--- src/rtl/otfs_pkg.sv ---
// Shared constants and types for the OTFS receive back-end (32-QAM symbol packing).
package otfs_pkg;

  localparam int QAM_BITS_PER_SYM = 5;
  localparam int BYTE_W           = 8;
  // Worst case between cycles is 7 leftover bits plus one fresh symbol.
  localparam int ACC_W            = 12;
  localparam int FILL_W           = 4;

  typedef enum logic {
    PACK   = 1'b0,
    RESYNC = 1'b1
  } pack_state_e;

endpackage

--- src/rtl/packer_fifo.sv ---
// First-word-fall-through FIFO; a push on a full FIFO succeeds only alongside a pop.
module packer_fifo #(
  parameter int DEPTH = 8,
  parameter int WIDTH = 9
) (
  input  logic             clk,
  input  logic             rst_n,
  input  logic             push_i,
  input  logic [WIDTH-1:0] data_i,
  input  logic             pop_i,
  output logic [WIDTH-1:0] data_o,
  output logic             full_o,
  output logic             empty_o
);

  localparam int AW = $clog2(DEPTH);

  logic [WIDTH-1:0] mem_q [DEPTH];
  logic [AW:0]      wr_q, rd_q;
  logic             do_push, do_pop;

  assign empty_o = (wr_q == rd_q);
  assign full_o  = (wr_q[AW] != rd_q[AW]) && (wr_q[AW-1:0] == rd_q[AW-1:0]);
  assign do_pop  = pop_i && !empty_o;
  assign do_push = push_i && (!full_o || do_pop);

  always_ff @(posedge clk or negedge rst_n) begin
    if (!rst_n) begin
      wr_q <= '0;
      rd_q <= '0;
    end else begin
      // NOTE: sequential state uses non-blocking assignments so every register samples pre-edge values.
      if (do_push) wr_q <= wr_q + 1'b1;
      if (do_pop)  rd_q <= rd_q + 1'b1;
    end
  end

  // NOTE: storage is deliberately not reset; the pointers alone define which entries are valid.
  always_ff @(posedge clk) begin
    if (do_push) mem_q[wr_q[AW-1:0]] <= data_i;
  end

  assign data_o = empty_o ? '0 : mem_q[rd_q[AW-1:0]];

endmodule

--- src/rtl/qam_symbol_packer.sv ---
// Packs 5-bit 32-QAM symbols MSB-first into bytes with frame marking and overflow resync.
// Optional FrameCount output is enabled by defining QAM_PACKER_FRAME_CNT_EN.
module qam_symbol_packer
  import otfs_pkg::*;
#(
  parameter int SYMS_PER_FRAME = 64,
  parameter int FIFO_DEPTH     = 8
) (
  input  logic        Clk,
  input  logic        Rst_n,
  input  logic        QAMDemodDataValid,
  input  logic [4:0]  QAMDemodData,
  input  logic        ByteReady,
  output logic        ByteValid,
  output logic [7:0]  ByteData,
  output logic        ByteLast,
  output logic        Overflow
`ifdef QAM_PACKER_FRAME_CNT_EN
  ,
  output logic [15:0] FrameCount
`endif
);

  localparam int CNT_W = $clog2(SYMS_PER_FRAME);

  if (SYMS_PER_FRAME % 8 != 0) begin : g_bad_frame
    $error("SYMS_PER_FRAME must be a multiple of 8");
  end
  if (FIFO_DEPTH < 2 || (FIFO_DEPTH & (FIFO_DEPTH - 1)) != 0) begin : g_bad_depth
    $error("FIFO_DEPTH must be a power of 2 and at least 2");
  end

  pack_state_e       state_q, state_d;
  logic [ACC_W-1:0]  acc_q, acc_d, ins;
  logic [FILL_W-1:0] fill_q, fill_d;
  logic [CNT_W-1:0]  cnt_q, cnt_d;
  logic              ovf_q, ovf_d;
  logic              frame_end, byte_rdy, pop, push;
  logic [BYTE_W:0]   push_data, fifo_dout;
  logic              fifo_full, fifo_empty;

  assign pop       = !fifo_empty && ByteReady;
  assign frame_end = (cnt_q == CNT_W'(SYMS_PER_FRAME - 1));
  assign byte_rdy  = (fill_q + FILL_W'(QAM_BITS_PER_SYM)) >= FILL_W'(BYTE_W);
  // New symbol lands directly below the bits already held.
  assign ins       = acc_q | ({QAMDemodData, (ACC_W - QAM_BITS_PER_SYM)'(0)} >> fill_q);

  always_comb begin
    state_d   = state_q;
    acc_d     = acc_q;
    fill_d    = fill_q;
    cnt_d     = cnt_q;
    ovf_d     = ovf_q;
    push      = 1'b0;
    push_data = '0;
    // NOTE: every comb output gets a default first, so no path can infer a latch.
    if (QAMDemodDataValid) begin
      cnt_d = frame_end ? '0 : cnt_q + CNT_W'(1);
      unique case (state_q)
        PACK: begin
          if (!byte_rdy) begin
            acc_d  = ins;
            fill_d = fill_q + FILL_W'(QAM_BITS_PER_SYM);
          end else if (fifo_full && !pop) begin
            // Dropped byte: skip the rest of this frame unless it just ended.
            ovf_d   = 1'b1;
            acc_d   = '0;
            fill_d  = '0;
            state_d = frame_end ? PACK : RESYNC;
          end else begin
            push      = 1'b1;
            push_data = {frame_end, ins[ACC_W-1 -: BYTE_W]};
            acc_d     = {ins[ACC_W-BYTE_W-1:0], BYTE_W'(0)};
            fill_d    = fill_q + FILL_W'(QAM_BITS_PER_SYM) - FILL_W'(BYTE_W);
          end
        end
        RESYNC: begin
          if (frame_end) begin
            state_d = PACK;
            acc_d   = '0;
            fill_d  = '0;
          end
        end
        default: state_d = PACK;
      endcase
    end
  end

  always_ff @(posedge Clk or negedge Rst_n) begin
    if (!Rst_n) begin
      state_q <= PACK;
      acc_q   <= '0;
      fill_q  <= '0;
      cnt_q   <= '0;
      ovf_q   <= 1'b0;
    end else begin
      state_q <= state_d;
      acc_q   <= acc_d;
      fill_q  <= fill_d;
      cnt_q   <= cnt_d;
      ovf_q   <= ovf_d;
    end
  end

  packer_fifo #(
    .DEPTH (FIFO_DEPTH),
    .WIDTH (BYTE_W + 1)
  ) u_fifo (
    .clk     (Clk),
    .rst_n   (Rst_n),
    .push_i  (push),
    .data_i  (push_data),
    .pop_i   (pop),
    .data_o  (fifo_dout),
    .full_o  (fifo_full),
    .empty_o (fifo_empty)
  );

  assign ByteValid = !fifo_empty;
  assign ByteData  = fifo_dout[BYTE_W-1:0];
  assign ByteLast  = fifo_dout[BYTE_W];
  assign Overflow  = ovf_q;

`ifdef QAM_PACKER_FRAME_CNT_EN
  logic [15:0] frame_cnt_q;

  always_ff @(posedge Clk or negedge Rst_n) begin
    if (!Rst_n) begin
      frame_cnt_q <= '0;
    end else if (pop && fifo_dout[BYTE_W]) begin
      frame_cnt_q <= frame_cnt_q + 16'd1;
    end
  end

  assign FrameCount = frame_cnt_q;
`endif

endmodule

--- config.mk ---
export PLATFORM = sky130hd
export DESIGN_NAME = qam_symbol_packer
export DESIGN_NICKNAME = d
export VERILOG_FILES = /design/src/rtl/otfs_pkg.sv /design/src/rtl/packer_fifo.sv /design/src/rtl/qam_symbol_packer.sv
export SDC_FILE = /design/constraint.sdc
export NUM_CORES = 1
export LEC_CHECK = 0
export ABC_AREA = 1
export CORE_MARGIN = 2
export CORE_UTILIZATION = 57
export DETAILED_ROUTE_END_ITERATION = 6
export MAX_ROUTING_LAYER = met4
export PLACE_DENSITY = 0.75
export REMOVE_ABC_BUFFERS = 1
export SETUP_SLACK_MARGIN = 0.02
export SLEW_MARGIN = 0
export SYNTH_ARGS = -nofsm -noshare
export SYNTH_HDL_FRONTEND = slang
export SYNTH_HIERARCHICAL = 1
export SYNTH_SLANG_ARGS = --single-unit
--- constraint.sdc ---
create_clock -name Clk -period 3 [get_ports Clk]
set_input_delay 0.3 -clock Clk [delete_from_list [all_inputs] [get_ports Clk]]
set_output_delay 0.3 -clock Clk [all_outputs]
set_load 0.03 [all_outputs]
* Word level (Yosys, flattened, before mapping)
Memory sizes are Yosys's and may differ from the RTL's. Index checks and enable logic that the tools add are counted.
Word-level totals: output and inout bits 11, bits in latches 0, memories 1, bits in writable memories 72, bits in registers 32, word-level logic and storage cells 57, bits in read-only memories 0, input bits 9
Memories:
- u_fifo.mem_q | depth 8, bits a word 9, read ports 1, clocked after Yosys merged registers in 0, write ports 1, line packer_fifo.sv:18 | logic [WIDTH-1:0] mem_q [DEPTH];
Operators by class: shift-type cells 1, bitwise operators 2, magnitude comparators 1, eq/ne operators 5, reduce and logical (&&, ||, !) cells 11, $add $sub $neg 5, mux-type cells 24, $mul 0, divide/modulo/power cells 0
Operators by type and width (number):
- 9-bit 2-to-1 mux | 5
- 12-bit 2-to-1 mux | 3
- 12-bit one-hot mux with 2 select lines | 1
- 4-bit 2-to-1 mux | 3
- 12-bit bitwise OR | 1
- 12-bit by 4-bit >> shifter with 12-bit output | 1
- 1-bit 2-to-1 mux | 9
- 4-bit by 1-bit adder with 4-bit output, second input constant | 2
- 4-bit one-hot mux with 2 select lines | 1
- 6-bit by 1-bit adder with 6-bit output, second input constant | 1
- 6-bit equality test, second input constant | 1
- 6-bit 2-to-1 mux | 1
- 1-bit logical AND | 5
- 4-bit by 3-bit adder with 4-bit output, second input constant | 1
- 4-bit equality test | 1
- 4-bit greater-or-equal comparator, second input constant | 1
- 4-bit AND reduction | 1
- 4-bit subtractor, second input constant | 1
- 3-bit equality test | 1
- 1-bit zero test | 3
- 2-bit by 1-bit != test with 1-bit output, second input constant | 1
- 1-bit one-hot mux with 2 select lines | 1
- 2-bit AND reduction | 1
- 1-bit logical OR | 1
- 2 further kinds | 2

* Depth between registers and ports, before layout
depth in word-level cells 12, gate-level depth with buffers 16, mapped depth without buffers 14

* Hierarchy
The synthesis kept the hierarchy.
Modules (own cells, without submodules):
- packer_fifo | sequential area each 2362.3 um^2, times used 1, cells each 293, area each 3402.0 um^2
- qam_symbol_packer | sequential area each 600.6 um^2, times used 1, cells each 207, area each 1561.5 um^2

* Worst setup path after synthesis
Ideal clock, no wire load.
path kind reg2reg, from register u_fifo.rd_q[0], to memory u_fifo.mem_q[4][0], enable pin, buffers on the path 2, library setup time 0.374 ns, stages on the path, launching flop included 14, slack 0.414 ns, required time 2.626 ns, data arrival time 2.212 ns, cells stage by stage dfrtp_1 inv_2 buf_6 nand2_1 nand2_1 nor2_4 nand3_4 buf_6 inv_1 o21ai_0 nand3_4 inv_2 nand3_1 nor2_1
On the way: cells in the longest elaborated chain, start to end 12, elaborated cells on any way between the ends 17
RTL lines:
- start: declaration | line packer_fifo.sv:19 | logic [AW:0] wr_q, rd_q;
- start signal: assignment | line packer_fifo.sv:34 | if (do_pop) rd_q <= rd_q + 1'b1;
- 4-bit equality test | line packer_fifo.sv:22 | assign empty_o = (wr_q == rd_q);
- named net fifo_empty | line qam_symbol_packer.sv:40 | logic fifo_full, fifo_empty;
- 1-bit zero test | line qam_symbol_packer.sv:42 | assign pop = !fifo_empty && ByteReady;
- 1-bit logical AND | line qam_symbol_packer.sv:42
- 1-bit zero test | line qam_symbol_packer.sv:64 | end else if (fifo_full && !pop) begin
- 1-bit logical AND | line qam_symbol_packer.sv:64
- 1-bit 2-to-1 mux | line qam_symbol_packer.sv:64
- 1-bit 2-to-1 mux | line qam_symbol_packer.sv:61 | if (!byte_rdy) begin
- 1-bit 2-to-1 mux | line qam_symbol_packer.sv:59 | unique case (state_q)
- 1-bit 2-to-1 mux | line qam_symbol_packer.sv:57 | if (QAMDemodDataValid) begin
- named net push | line qam_symbol_packer.sv:38 | logic frame_end, byte_rdy, pop, push;
- 1-bit logical AND | line packer_fifo.sv:25 | assign do_push = push_i && (!full_o || do_pop);
- 1-bit 2-to-1 mux | line packer_fifo.sv:40 | if (do_push) mem_q[wr_q[AW-1:0]] <= data_i;
- 1-bit 2-to-1 mux (implied by the code) | line packer_fifo.sv:40
- end: declaration | line packer_fifo.sv:18
The timed path passes the listed nets, and every way through them passes these cells.

* Final worst setup path
from register u_fifo.rd_q[1], to output port ByteData[1]
On the way: cells in the longest elaborated chain, start to end 2, elaborated cells on any way between the ends 3
RTL lines:
- memory read 8 x 9 bit or 4-bit equality test (tied branches)
- 9-bit 2-to-1 mux (*) | line packer_fifo.sv:43 | assign data_o = empty_o ? '0 : mem_q[rd_q[AW-1:0]];
- end: declaration | line qam_symbol_packer.sv:15 | output logic [7:0] ByteData,
Mark *: on every way between the ends. The rest lies on a longest branch, timed or not.

==> run_results.csv <==
group,metric,value,unit
yosys,synthCells,500,
timing,fin_skew,0.006099,ns
floorplanning,die_w,97.32,um
global_route,grt_pass1_vias,3415,
placed_design,gp_congestion,0.9005,
timing,max_freq,355.1,MHz
timing,rsz0062_at_grt,"no",
floorplanning,die_area,9470,um2
global_route,gr-total-overflow,0,
yosys,synth_area_per_cell,9.927,um2
worst_setup_path,r2r_start,"u_fifo/rd_q[1]",
timing,period_needed,2.816,ns
clock_tree,cts.sinks,104,
floorplanning,row_count,34,
power,leakage,2.226,nW
global_route,grt_pass1_wl,17190,um
finish,area_growth,10.56,%
worst_setup_path,critPathMaxFanout,13,
worst_setup_path,cp_cell_sequence,"inv_2, nand2_1, nand2_1, nor2_4, nand3_4, buf_4, o21ai_1, nor2_1, clkdlybuf4s50_1",
clock_tree,clock_latency,0.36,ns
power,power_density,1017,nW/um2
detailed_routing,wl_per_cell,16.01,um
detailed_routing,vias,3573,
worst_setup_path,reg2reg_to,"u_fifo/mem_q[7][1]",
worst_setup_path,required,2.70,ns
detailed_routing,routed_via_density,5.565,
yosys,synth_cell_type_count,38,
finish,final_core_util,0.6386,
yosys,synth_edf_count,72,
timing,finalCritPeriodShare,0.9388,
worst_setup_path,cp.arrival,2.52,ns
status,status,"complete, no violations",
clock_tree,cts_tree,"done",
finish,drive_gt1_frac,0.1180,
global_route,antenna_found_initial,0,
power,peakVddDrop,0.0006149,V
yosys,async_reset_ff_frac,0.3077,
job,cap_violations,0,
worst_hold_path,hold_class,"in2async",
clock_tree,clock-root-buffer,"clkbuf_8",
timing,hold_violations,0,
worst_setup_path,cp-end-kind,"output pin",
timing,setup_viol,0,
worst_setup_path,cpLargestDelayFamily,"buffers and inverters",
floorplanning,num_io_pins,20,
floorplanning,die_h,97.32,um
clock_tree,ctsHoldBuffers,0,
worst_setup_path,cp_slowest_cell,"clkdlybuf4s50_1",
timing,finalMaxSlewViolations,0,
worst_setup_path,r2r_slack,0.32,ns
clock_tree,cts.clk_slew.worst_paths,0.10,ns
floorplanning,coreArea,8593,um2
clock_tree,cts_buffer_depth,2,
detailed_routing,totalWireLength,10280,um
yosys,ys_warn_count,6,
placed_design,port_buffers,19,
finish,layout.nets,542,
yosys,ys.flop_type,"edfxtp_1",
detailed_routing,firstDrtPassIters,6,
floorplanning,start_util,0.5776,
worst_setup_path,critPathKind,"reg2out",
global_route,grt_util_all_layers,0.2390,
worst_setup_path,path_depth,9,
worst_setup_path,cpPeakStageDelay,0.71,ns
clock_tree,post_cts_buffers,0,
worst_setup_path,reg2reg_depth,13,
timing,maxSlewHeadroom,0.5433,
clock_tree,numCtsBuffers,9,
yosys,ys_seq_area_frac,0.5969,
finish,num_antenna_cells,0,
detailed_routing,route.detailed.drc,0,
clock_tree,ctsResizeCount,0,
timing,whs,0.3242,ns
yosys,synth_area,4964,um2
detailed_routing,first_iter_violations,240,
placed_design,hpwlAfterDp,7202,um
detailed_routing,detail-route-antenna-nets,0,
global_route,grt_start_max_net_pins,38,
worst_setup_path,crit_top_cell,"nand2_1",
worst_setup_path,path_buf_inv,3,
clock_tree,htree_levels,3,
timing,tightest_slew,0.6819,ns
yosys,ys_ff_latch,104,
worst_setup_path,start_kind,"flip-flop",
==> synthesized netlist by cell type, types with 2 or more instances <==
library cell | n | share of area
a21oi_1 | 7 | 0.0071
a31oi_1 | 3 | 0.0038
buf_2 | 8 | 0.0081
buf_4 | 3 | 0.0045
buf_6 | 3 | 0.0068
clkbuf_1 | 4 | 0.0030
dfrtp_1 | 32 | 0.16
edfxtp_1 | 72 | 0.44
ha_1 | 4 | 0.010
inv_1 | 31 | 0.023
inv_2 | 11 | 0.0083
nand2_1 | 81 | 0.061
nand2_2 | 2 | 0.0025
nand2_4 | 2 | 0.0045
nand3_1 | 36 | 0.036
nand3_4 | 2 | 0.0071
nand4_1 | 10 | 0.013
nor2_1 | 85 | 0.064
nor2_4 | 3 | 0.0068
nor3_1 | 2 | 0.0020
o21ai_0 | 46 | 0.046
o21ai_1 | 21 | 0.021
o22ai_1 | 10 | 0.013
xnor2_1 | 4 | 0.0071
xor2_1 | 5 | 0.0088
==> registers in the layout, summed over array words and instances (netlist names) <==
name          count
u_fifo/mem_q     72
acc_q            12
cnt_q             6
fill_q            4
u_fifo/rd_q       4
u_fifo/wr_q       4
Overflow          1
state_q           1
==> per-layer routing <==
layer,share of wire,GRT usage
met4,0.024,0.1015
met5,0,-
met1,0.44,0.3152
met3,0.036,0.03309
met2,0.50,0.3777
==> layout make-up <==
class | count | area [um2]
fillers | 706 | 3105
flip-flops and latches | 104 | 2963
multi-input cells | 334 | 1723
repair buffers | 37 | 325.3
inverters | 43 | 161.4
well taps | 108 | 135.1
clock buffers | 9 | 123.9
clock inverters | 7 | 56.30
==> worst max-delay path by stage <==
stage,from,end,slack (ns)
after floorplan,u_fifo/rd_q[0],u_fifo/mem_q[2][0],-0.13
after global placement,u_fifo/rd_q[1],u_fifo/mem_q[7][2],0.44
after detailed placement,u_fifo/rd_q[1],u_fifo/mem_q[7][5],0.32
after CTS,u_fifo/rd_q[1],ByteData[1],0.15
after global routing,u_fifo/rd_q[1],ByteData[1],0.05
final,u_fifo/rd_q[1],ByteData[1],0.18
==> worst reg2reg max path, stage by stage (launching register included) <==
cell     delay [ns]
dfrtp_1        0.47
inv_2          0.19
nand2_1        0.07
nand2_1        0.11
nor2_4         0.07
nand3_4        0.06
inv_1          0.06
o21ai_0        0.39
nand3_4        0.21
inv_2          0.17
nand2_1        0.07
nor2_1         0.14
nand2_1        0.09
inv_1          0.27
==> stage by stage <==
stage               total power [W]  setup slack [ns]  setup TNS [ns]  area, um2  instances
global route               0.006004           0.04730               0       5488        642
detailed placement         0.004812            0.3249               0       5308        626
global placement           0.004750            0.4384               0       5308        626
CTS                        0.005607            0.1499               0       5488        642
floorplan                  0.003897           -0.1300          -5.488       4847        481
finish                     0.005581            0.1837               0       5488        642
==> power by group <==
group	switching [W]	internal (W)
combinational	0.00179	0.000960
clock	0.000485	0.000310
sequential	0.000211	0.00182
==> placed cells by master, fill, tap and decap left out, types with 2 or more instances in the layout <==
cell             netlist  final
nand2_4                2      2
xor2_1                 5      5
inv_2                 11     11
clkbuf_8               0      9
nand2_2                2      2
nand3_4                2      2
nand2_1               81     81
nand3_1               36     36
a31oi_1                3      3
clkinvlp_4             0      3
o21ai_0               46     46
buf_4                  3     18
xnor2_1                4      4
clkdlybuf4s50_1        0     19
nor2_4                 3      3
nor2_1                85     85
nand4_1               10     10
nor3_1                 2      2
inv_1                 31     31
o21ai_1               21     21
dfrtp_1               32     32
edfxtp_1              72     72
ha_1                   4      4
o22ai_1               10     10
a21oi_1                7      7
==> cell families after synthesis <==
kind of cell / Yosys count / share of synthesized area
AOI/OAI and AO/OA: 92 / 0.1023
xor gates and xnor gates: 11 / 0.02244
buffers and inverters: 62 / 0.05596
and+or+nand+nor: 227 / 0.2122
DFF: 104 / 0.5969
adders and majority gates: 4 / 0.01008
Note: power is estimated with default switching activity, not from simulation.
